--- config.mk ---
export PLATFORM = sky130hd
export DESIGN_NAME = bamse_uart_tx
export DESIGN_NICKNAME = d
export VERILOG_FILES = /design/src/rtl/bamse_uart_tx.sv
export SDC_FILE = /design/constraint.sdc
export NUM_CORES = 1
export LEC_CHECK = 0
export BUFFER_PORTS_ARGS = -buffer_cell sky130_fd_sc_hd__buf_2
export CAP_MARGIN = 5
export CORE_ASPECT_RATIO = 2
export CORE_MARGIN = 4
export CORE_UTILIZATION = 30
export DETAILED_ROUTE_END_ITERATION = 8
export GPL_TIMING_DRIVEN = 0
export PLACE_DENSITY_LB_ADDON = 0.3
export SLEW_MARGIN = 10
export SYNTH_ARGS = -nofsm -noshare
export SYNTH_HDL_FRONTEND = slang
export SYNTH_SLANG_ARGS = --single-unit
--- constraint.sdc ---
create_clock -name clk -period 3.57 [get_ports clk]
set_input_delay 0.5355 -clock clk [delete_from_list [all_inputs] [get_ports clk]]
set_output_delay 0.5355 -clock clk [all_outputs]
set_load 0.02 [all_outputs]
--- src/rtl/bamse_uart_tx.sv ---
// Buffered 8N1 UART transmitter on the bamse PicoBlaze port bus: FIFO, programmable divisor, drain IRQ.
// Define BAMSE_UART_TX_IRQ_EN to build the ie control bit and the interrupt output.
module bamse_uart_tx #(
    parameter logic [7:0]  BASE_ADDR = 8'h10,
    parameter int          FIFO_AW   = 2,
    parameter logic [15:0] RESET_DIV = 16'd433
) (
    input  logic       clk,
    input  logic       rst,
    input  logic [7:0] port_id,
    input  logic [7:0] port_in,
    input  logic       wen,
    input  logic       ren,
    output logic [7:0] port_out,
    output logic       interrupt,
    output logic       tx
);

    localparam logic [FIFO_AW:0] FULL_CNT = {1'b1, {FIFO_AW{1'b0}}};

    typedef enum logic [1:0] {IDLE, START, DATA, STOP} state_t;

    state_t             state, state_nxt;
    logic [15:0]        div;
    logic [15:0]        cnt, cnt_nxt;
    logic [2:0]         bitcnt, bitcnt_nxt;
    logic [7:0]         shreg, shreg_nxt;
    logic               tx_nxt;
    logic               bnd;
    logic               pop, shift;
    logic               ovf;

    logic [7:0]         mem [FULL_CNT];
    logic [FIFO_AW-1:0] wptr, rptr;
    logic [FIFO_AW:0]   count;
    logic               empty, full, busy;
    logic               push, ovf_set;

    logic [7:0]         off;
    logic               hit;
    logic               wr_fifo, wr_divl, wr_divh, rd_stat;
    logic [7:0]         rd_data;

    // Offset arithmetic lets BASE_ADDR sit on any boundary, not just multiples of 4.
    assign off     = port_id - BASE_ADDR;
    assign hit     = (off[7:2] == 6'd0);
    assign wr_fifo = wen & hit & (off[1:0] == 2'd0);
    assign wr_divl = wen & hit & (off[1:0] == 2'd1);
    assign wr_divh = wen & hit & (off[1:0] == 2'd2);
    assign rd_stat = ren & hit & (off[1:0] == 2'd0);

    assign empty   = (count == '0);
    assign full    = (count == FULL_CNT);
    assign busy    = (state != IDLE) | ~empty;
    assign bnd     = (cnt == 16'd0);

    // Pop is decided before push so a full FIFO draining this cycle still accepts the byte.
    assign push    = wr_fifo & (~full | pop);
    assign ovf_set = wr_fifo & full & ~pop;

    always_comb begin
        state_nxt  = state;
        pop        = 1'b0;
        shift      = 1'b0;
        bitcnt_nxt = bitcnt;
        cnt_nxt    = bnd ? cnt : cnt - 16'd1;
        case (state)
            IDLE: begin
                if (!empty) begin
                    pop       = 1'b1;
                    state_nxt = START;
                    cnt_nxt   = div;
                end
            end
            START: begin
                if (bnd) begin
                    state_nxt  = DATA;
                    cnt_nxt    = div;
                    bitcnt_nxt = 3'd0;
                end
            end
            DATA: begin
                if (bnd) begin
                    cnt_nxt = div;
                    shift   = 1'b1;
                    if (bitcnt == 3'd7) state_nxt = STOP;
                    else                bitcnt_nxt = bitcnt + 3'd1;
                end
            end
            STOP: begin
                if (bnd) begin
                    if (!empty) begin
                        pop       = 1'b1;
                        state_nxt = START;
                        cnt_nxt   = div;
                    end else begin
                        state_nxt = IDLE;
                    end
                end
            end
            default: state_nxt = IDLE;
        endcase

        shreg_nxt = shreg;
        if (pop)        shreg_nxt = mem[rptr];
        else if (shift) shreg_nxt = {1'b1, shreg[7:1]};

        // tx is a flop fed from next-state values so the line never glitches on state decode.
        case (state_nxt)
            START:   tx_nxt = 1'b0;
            DATA:    tx_nxt = shreg_nxt[0];
            default: tx_nxt = 1'b1;
        endcase
    end

    always_ff @(posedge clk) begin
        if (rst) begin
            state <= IDLE;
            tx    <= 1'b1;
        end else begin
            state <= state_nxt;
            tx    <= tx_nxt;
        end
    end

    always_ff @(posedge clk) begin
        cnt    <= cnt_nxt;
        bitcnt <= bitcnt_nxt;
        shreg  <= shreg_nxt;
    end

    always_ff @(posedge clk) begin
        if (push) mem[wptr] <= port_in;
    end

    always_ff @(posedge clk) begin
        if (rst) begin
            wptr  <= '0;
            rptr  <= '0;
            count <= '0;
        end else begin
            if (push) wptr <= wptr + 1'b1;
            if (pop)  rptr <= rptr + 1'b1;
            case ({push, pop})
                2'b10:   count <= count + 1'b1;
                2'b01:   count <= count - 1'b1;
                default: count <= count;
            endcase
        end
    end

    // Sticky overflow: a set in the same cycle as a status read wins.
    always_ff @(posedge clk) begin
        if (rst)          ovf <= 1'b0;
        else if (ovf_set) ovf <= 1'b1;
        else if (rd_stat) ovf <= 1'b0;
    end

    always_ff @(posedge clk) begin
        if (rst) begin
            div <= RESET_DIV;
        end else begin
            if (wr_divl) div[7:0]  <= port_in;
            if (wr_divh) div[15:8] <= port_in;
        end
    end

`ifdef BAMSE_UART_TX_IRQ_EN
    logic ie;
    logic wr_ctrl;

    assign wr_ctrl = wen & hit & (off[1:0] == 2'd3);

    always_ff @(posedge clk) begin
        if (rst) begin
            ie        <= 1'b0;
            interrupt <= 1'b0;
        end else begin
            if (wr_ctrl) ie <= port_in[0];
            interrupt <= ie & empty & (state == IDLE);
        end
    end
`else
    assign interrupt = 1'b0;
`endif

    always_comb begin
        rd_data = 8'h00;
        if (hit) begin
            case (off[1:0])
                2'd0:    rd_data = {5'b0, ovf, full, busy};
                2'd1:    rd_data = div[7:0];
                2'd2:    rd_data = div[15:8];
`ifdef BAMSE_UART_TX_IRQ_EN
                2'd3:    rd_data = {7'b0, ie};
`endif
                default: rd_data = 8'h00;
            endcase
        end
    end

    // Read data is registered every cycle; port_id is held two cycles by the CPU on INPUT.
    always_ff @(posedge clk) begin
        if (rst) port_out <= 8'h00;
        else     port_out <= rd_data;
    end

endmodule

==> Word-level counts from Yosys, hierarchy flattened <==
Memory sizes are Yosys's and may differ from the RTL's. A register that Yosys moved wholly into a read port is not among the register bits.
Index checks and enable logic that the tools add are counted.
Widths: inputs -> output; s select.
{ "word_totals": {"ff_bits": 62, "latchBits": 0, "ram_bits": 32, "mem_bits_ro": 0, "input_bits": 20, "output_inout_bits": 10, "memories": 1} }
{ "classes": {"n_addsub": 7, "mul": 0, "n_div": 0, "magnitude_cmp": 0, "eq_ne": 14, "shifts": 0, "mux": 32, "bitwise": 15, "reduce_logical": 13} }
{ "memory_table": {"columns": ["name", "words", "word_bits", "read_ports", "rd_ports_with_merged_regs", "write_ports", "line_no", "source"], "rows": [
  ["mem", 4, 8, 1, 1, 1, "33", "logic [7:0] mem [FULL_CNT];"]
]} }
{ "ops": {"columns": ["op", "count"], "rows": [
  ["$mux 16", 4],
  ["$pmux 16 s3", 1],
  ["$pmux 8 s3", 1],
  ["$logic_not 16->1", 1],
  ["$mux 8", 2],
  ["$sub 16x1->16 const B", 1],
  ["$mux 2", 7],
  ["$pmux 3 s2", 2],
  ["$eq 2x2->1 const B", 5],
  ["$reduce_bool 2->1", 5],
  ["$and 1x1->1", 9],
  ["$mux 1", 9],
  ["$mux 3", 3],
  ["$eq 2x1->1 const B", 4],
  ["$pmux 2 s4", 1],
  ["$sub 8x5->8 const B", 1],
  ["$add 3x1->3 const B", 2],
  ["$eq 3x3->1 const B", 2],
  ["$logic_not 6->1", 1],
  ["$ne 2x2->1 const B", 3],
  ["$add 2x1->2 const B", 2],
  ["$logic_not 2->1", 2],
  ["$not 1->1", 4],
  ["$pmux 1 s2", 2],
  ["other kinds (5)", 7]
]} }

==> Depth between registers and ports, before layout <==
{ "depth": {"ltp_word": 8, "mapped_depth": 13, "mapped_depth_nobuf": 10} }

==> Worst setup path after synthesis <==
OpenSTA, ideal clock, no wires.
{ "synth_timing": {"kind": "reg2reg", "startpoint": "reg cnt[0]", "endpoint": "reg count[2]", "setup_ns": 0.067, "t_arrival_ns": 2.567, "slack_ns": 0.936, "path_stages_with_launch": 14, "path_buffers": 3, "path_cell_list": "dfxtp_1 inv_1 ha_1 nor4b_4 and4_4 buf_6 a31o_4 buf_6 buf_2 and2_1 fa_1 nand3b_2 a21o_1 a21oi_2"} }
{ "synth_via": {"elab_chain_cells": 7, "word_cells_on_any_way": 9} }
{ "synth_rtl": {"columns": ["item", "line_no", "source"], "rows": [
  ["start, declared", "25", "logic [15:0] cnt, cnt_nxt;"],
  ["start signal, assigned", "127", "cnt <= cnt_nxt;"],
  ["$logic_not 16->1 (*)", "55", "assign bnd = (cnt == 16'd0);"],
  ["$mux 1 (*)", "91", "if (bnd) begin"],
  ["$pmux 1 s2 (*)", "67", "case (state)"],
  ["$or 1x1->1", "58", "assign push = wr_fifo & (~full | pop);"],
  ["$and 1x1->1", "58", null],
  ["$eq 2x1->1 / $eq 2x2->1 (equally long branches)", "144", "case ({push, pop})"],
  ["$pmux 3 s2 / $reduce_bool 2->1 (equally long branches)", null, null],
  ["end signal, assigned", "145", "2'b10: count <= count + 1'b1;"],
  ["end signal, assigned", "146", "2'b01: count <= count - 1'b1;"],
  ["end signal, assigned", "147", "default: count <= count;"],
  ["end, declared", "35", "logic [FIFO_AW:0] count;"]
]} }
Every way passes the cells marked *; elsewhere a longest branch is shown, timed or not.
A chain may end at the register's enable or synchronous reset.

==> Final worst setup path <==
{ "layout_timing": {"startpoint": "reg state[0]", "endpoint": "reg count[2]"} }
{ "layout_via": {"elab_chain_cells": 6, "word_cells_on_any_way": 9} }
{ "layout_rtl": {"columns": ["item", "line_no", "source"], "rows": [
  ["start, declared", "23", "state_t state, state_nxt;"],
  ["start signal, assigned", "121", "state <= state_nxt;"],
  ["$eq 2x2->1 / $logic_not 2->1 (equally long branches)", "67", null],
  ["$pmux 1 s2 (*)", "67", null],
  ["$or 1x1->1", "58", null],
  ["$and 1x1->1", "58", null],
  ["$eq 2x1->1 / $eq 2x2->1 (equally long branches)", "144", null],
  ["$pmux 3 s2 / $reduce_bool 2->1 (equally long branches)", null, null]
]} }
Marks and branches as above.

==> results.py <==
metrics = {
    "pwr": {
        "p_leak_nw": 2.021,
        "ir_drop_uv": 368.2,
        "p_per_area_nw_per_um2": 787.3,
    },
    "layout": {
        "multiInputGateArea_sq_um": 2165,
        "syn_to_final_growth_pct": 14.46,
        "drive_gt1_share_pct": 15.71,
        "finalCoreUtilization_pct": 35.09,
        "n_fill_cell": 1522,
        "antenna_cells": 0,
        "seq_area_sq_um": 2342,
        "nets": 519,
    },
    "worst_setup_path": {
        "r2r_setup_slack_ns": 0.59,
        "crit_end": "count[2]$_SDFFE_PP0P_",
        "crit_required_ns": 3.85,
        "crit_start": "state[0]$_SDFF_PP0_",
        "reg2reg_to": "count[2]$_SDFFE_PP0P_",
        "cp_max_fo": 10,
        "end_kind": "register",
        "crit_type": "reg -> reg",
        "crit_path_start_kind": "register",
        "ff2ff_path_depth": 12,
        "worstPathArrival_ns": 3.26,
        "rr_startpoint": "state[0]$_SDFF_PP0_",
    },
    "grt": {
        "met1_usage_pct": 12.92,
        "grt_overflow": 0,
        "track_usage_pct": 15.13,
        "grt_pass1_wl_microns": 19700,
        "grt-busiest-layer": "met2",
        "antenna_found_initial": 0,
        "grt_max_degree": 17,
        "grt_pass1_vias": 3624,
        "grtUsageMet3_pct": 2.154,
        "gr-usage-met2_pct": 29.80,
    },
    "flow_run": {
        "cap_viol_max_count": 0,
    },
    "synthesis": {
        "ys_seq_area_share_pct": 49.95,
        "synth.net_count": 481,
        "yosys.area.top_type": "edfxtp_1",
        "synth-seq-cells": 96,
        "synth_async_sr_flop_share_pct": 0,
        "synthDistinctLibCells": 60,
        "synth-edff-count": 42,
        "netlist_area_sq_um": 4689,
        "ys_top_cells_by_area": "edfxtp_1 27%, dfxtp_1 23%, nor2_1 4.6%",
        "synthCells": 447,
        "yosysWarningCount": 0,
        "synth_top_area_share_pct": 26.89,
        "ys.flop_type": "dfxtp_1",
        "syn_avg_cell_area_sq_um": 10.49,
    },
    "detailed_routing": {
        "vias_per_cell": 5.203,
        "routedWlPerCell_microns": 18.74,
        "routed_wl_microns": 12890,
        "ant_nets": 0,
        "drtPass1Iterations": 4,
        "post-route-drc-count": 0,
        "drt_iter0_markers": 277,
        "vias": 3580,
    },
    "sta": {
        "rsz0062_at_grt": "false",
        "slew_violations": 0,
        "worst_slew_pin_slew_ns": 1.098,
        "final-hold-violation-count": 0,
        "tns_ns": 0,
        "fmax_ghz": 0.3361,
        "finClkSkew_ns": 0.009561,
        "relSlewSlack_pct": 26.00,
        "setup_ws_ns": 0.5943,
        "setup_viol": 0,
        "fin_crit_sh_pct": 83.35,
        "period_needed_ns": 2.976,
    },
    "place": {
        "place.gp.congestion": 0.9148,
        "hpwl_microns": 10190,
        "preCtsSetupSlack_ns": 0.6198,
        "port_buffers": 27,
    },
    "clocking": {
        "cts_buffers": 9,
        "cts_setup_buffers": 0,
        "cts_root_buf": "clkbuf_16",
        "htreeDepth": 3,
        "cts_tree": "yes",
        "hold_buffers": 0,
        "ctsResizeCount": 0,
        "clk_latency_ns": 0.35,
        "clock_sinks": 96,
        "clk_pin_slew_ns": 0.07,
        "cts.path.max_buffers": 2,
    },
    "floorplan": {
        "initial_core_util_pct": 30.66,
        "dieArea_sq_um": 17820,
        "io_pins": 30,
        "die_h_microns": 184.8,
        "num_rows": 64,
        "coreArea_sq_um": 15290,
        "chipWidth_microns": 96.41,
    },
    "status": {
        "status": "completed",
    },
    "min_path": {
        "min-delay-path-class": "in -> reg",
    },
}
-- worst max-delay path, stage by stage, from the launching register on --
cell      delay [ns]
dfxtp_1         0.40
inv_1           0.13
ha_1            0.40
inv_1           0.15
and3_1          0.20
a31o_4          0.21
buf_6           0.14
buf_2           0.19
and2_1          0.17
fa_1            0.37
nand3b_2        0.22
a21o_1          0.20
a21oi_2         0.12
-- power by group --
part | leakage [nW] | switching (mW) | internal (mW)
clock | 0.147 | 0.422 | 0.547
sequential | 0.822 | 0.182 | 1.35
combinational | 1.05 | 1.07 | 0.658
total | 2.02 | 1.67 | 2.56
-- cells in the final DEF (no fill, tap or decap), drive strengths merged, types with 3 or more instances in the layout --
cell type  count
a211o          7
a211oi         3
a21oi         21
a22oi          9
a31oi          3
a32oi          3
and2          11
buf           38
clkbuf        26
clkinv         3
dfxtp         54
edfxtp        42
ha            13
inv           16
mux2i         18
mux4           8
nand2         37
nand3          9
nand4          4
nor2          58
nor2b          4
nor3          12
nor3b          3
nor4           5
nor4b          4
o211ai         4
o21ai         29
o22ai          3
xnor2          8
xor2           7
-- worst min path at each step --
stage / startpoint / to / slack (ns) / cells after the start
6_report: port_in[3] / mem[2][3]$_DFFE_PP_ / 0.44 / 1
5_1_grt: port_in[0] / mem[1][0]$_DFFE_PP_ / 0.44 / 1
4_1_cts: port_in[3] / mem[0][3]$_DFFE_PP_ / 0.43 / 1
3_5_place_dp: div[7]$_SDFFE_PP1P_ / cnt[7]$_DFF_P_ / 0.49 / 2
3_3_place_gp: cnt[0]$_DFF_P_ / cnt[0]$_DFF_P_ / 0.48 / 1
2_1_floorplan: div[10]$_SDFFE_PP0P_ / cnt[10]$_DFF_P_ / 0.45 / 2
-- synth_stat cells (4+ instances only) --
library cell	n
ha_1	13
mux4_2	8
nor2b_1	4
clkbuf_1	16
o21ai_0	29
a22oi_1	9
mux2i_1	18
a21oi_1	19
and2_1	11
edfxtp_1	42
nand3_1	9
dfxtp_1	54
buf_2	8
inv_1	14
xnor2_1	8
nand4_1	4
o211ai_1	4
nor2_1	58
nor3_1	12
xor2_1	7
nand2_1	37
a211o_1	7
-- final cells by class --
cell class / count / area share, %
well taps: 198 / 4.615
clock buffers: 10 / 4.266
clock inverters: 6 / 1.235
plain buffers: 27 / 2.424
inverters: 14 / 0.9790
repair buffers: 27 / 2.517
flip-flops and latches: 96 / 43.64
multi-input cells: 310 / 40.33
-- kinds of logic (layout without fill, tap and decap cells) --
family,Yosys count,after routing,synth area share [%]
compound gates,97,97,13.98
xor+xnor,15,15,2.802
fa+ha+maj,14,14,3.896
buf+inv,41,84,3.896
flops,96,96,49.95
mux,28,28,8.164
other cells,1,1,0.07997
simple gates,155,155,17.24
-- metrics by stage --
stage	area (sq um)	hold WS (ns)	instances	power (mW)
6_report	5368	0.4410	688	4.226
5_1_grt	5368	0.4397	688	4.489
4_1_cts	5368	0.4345	688	4.260
3_5_place_dp	5072	0.4903	672	3.270
3_3_place_gp	5072	0.4824	672	3.245
2_1_floorplan	4690	0.4463	447	2.767
-- routing by layer --
metal	share of wire [%]	up-vias
met2	59	99
met4	6.1	0
li1	-	1704
met1	32	1738
met5	0	-
met3	3.3	39
-- registers in the layout, indices dropped and copies added, names as in the netlist, 3 cells and up, named ones only --
signal	cells
mem	32
cnt	16
div	16
port_out	8
shreg	8
bitcnt	3
count	3
Note: power is estimated with default switching activity, not from simulation.
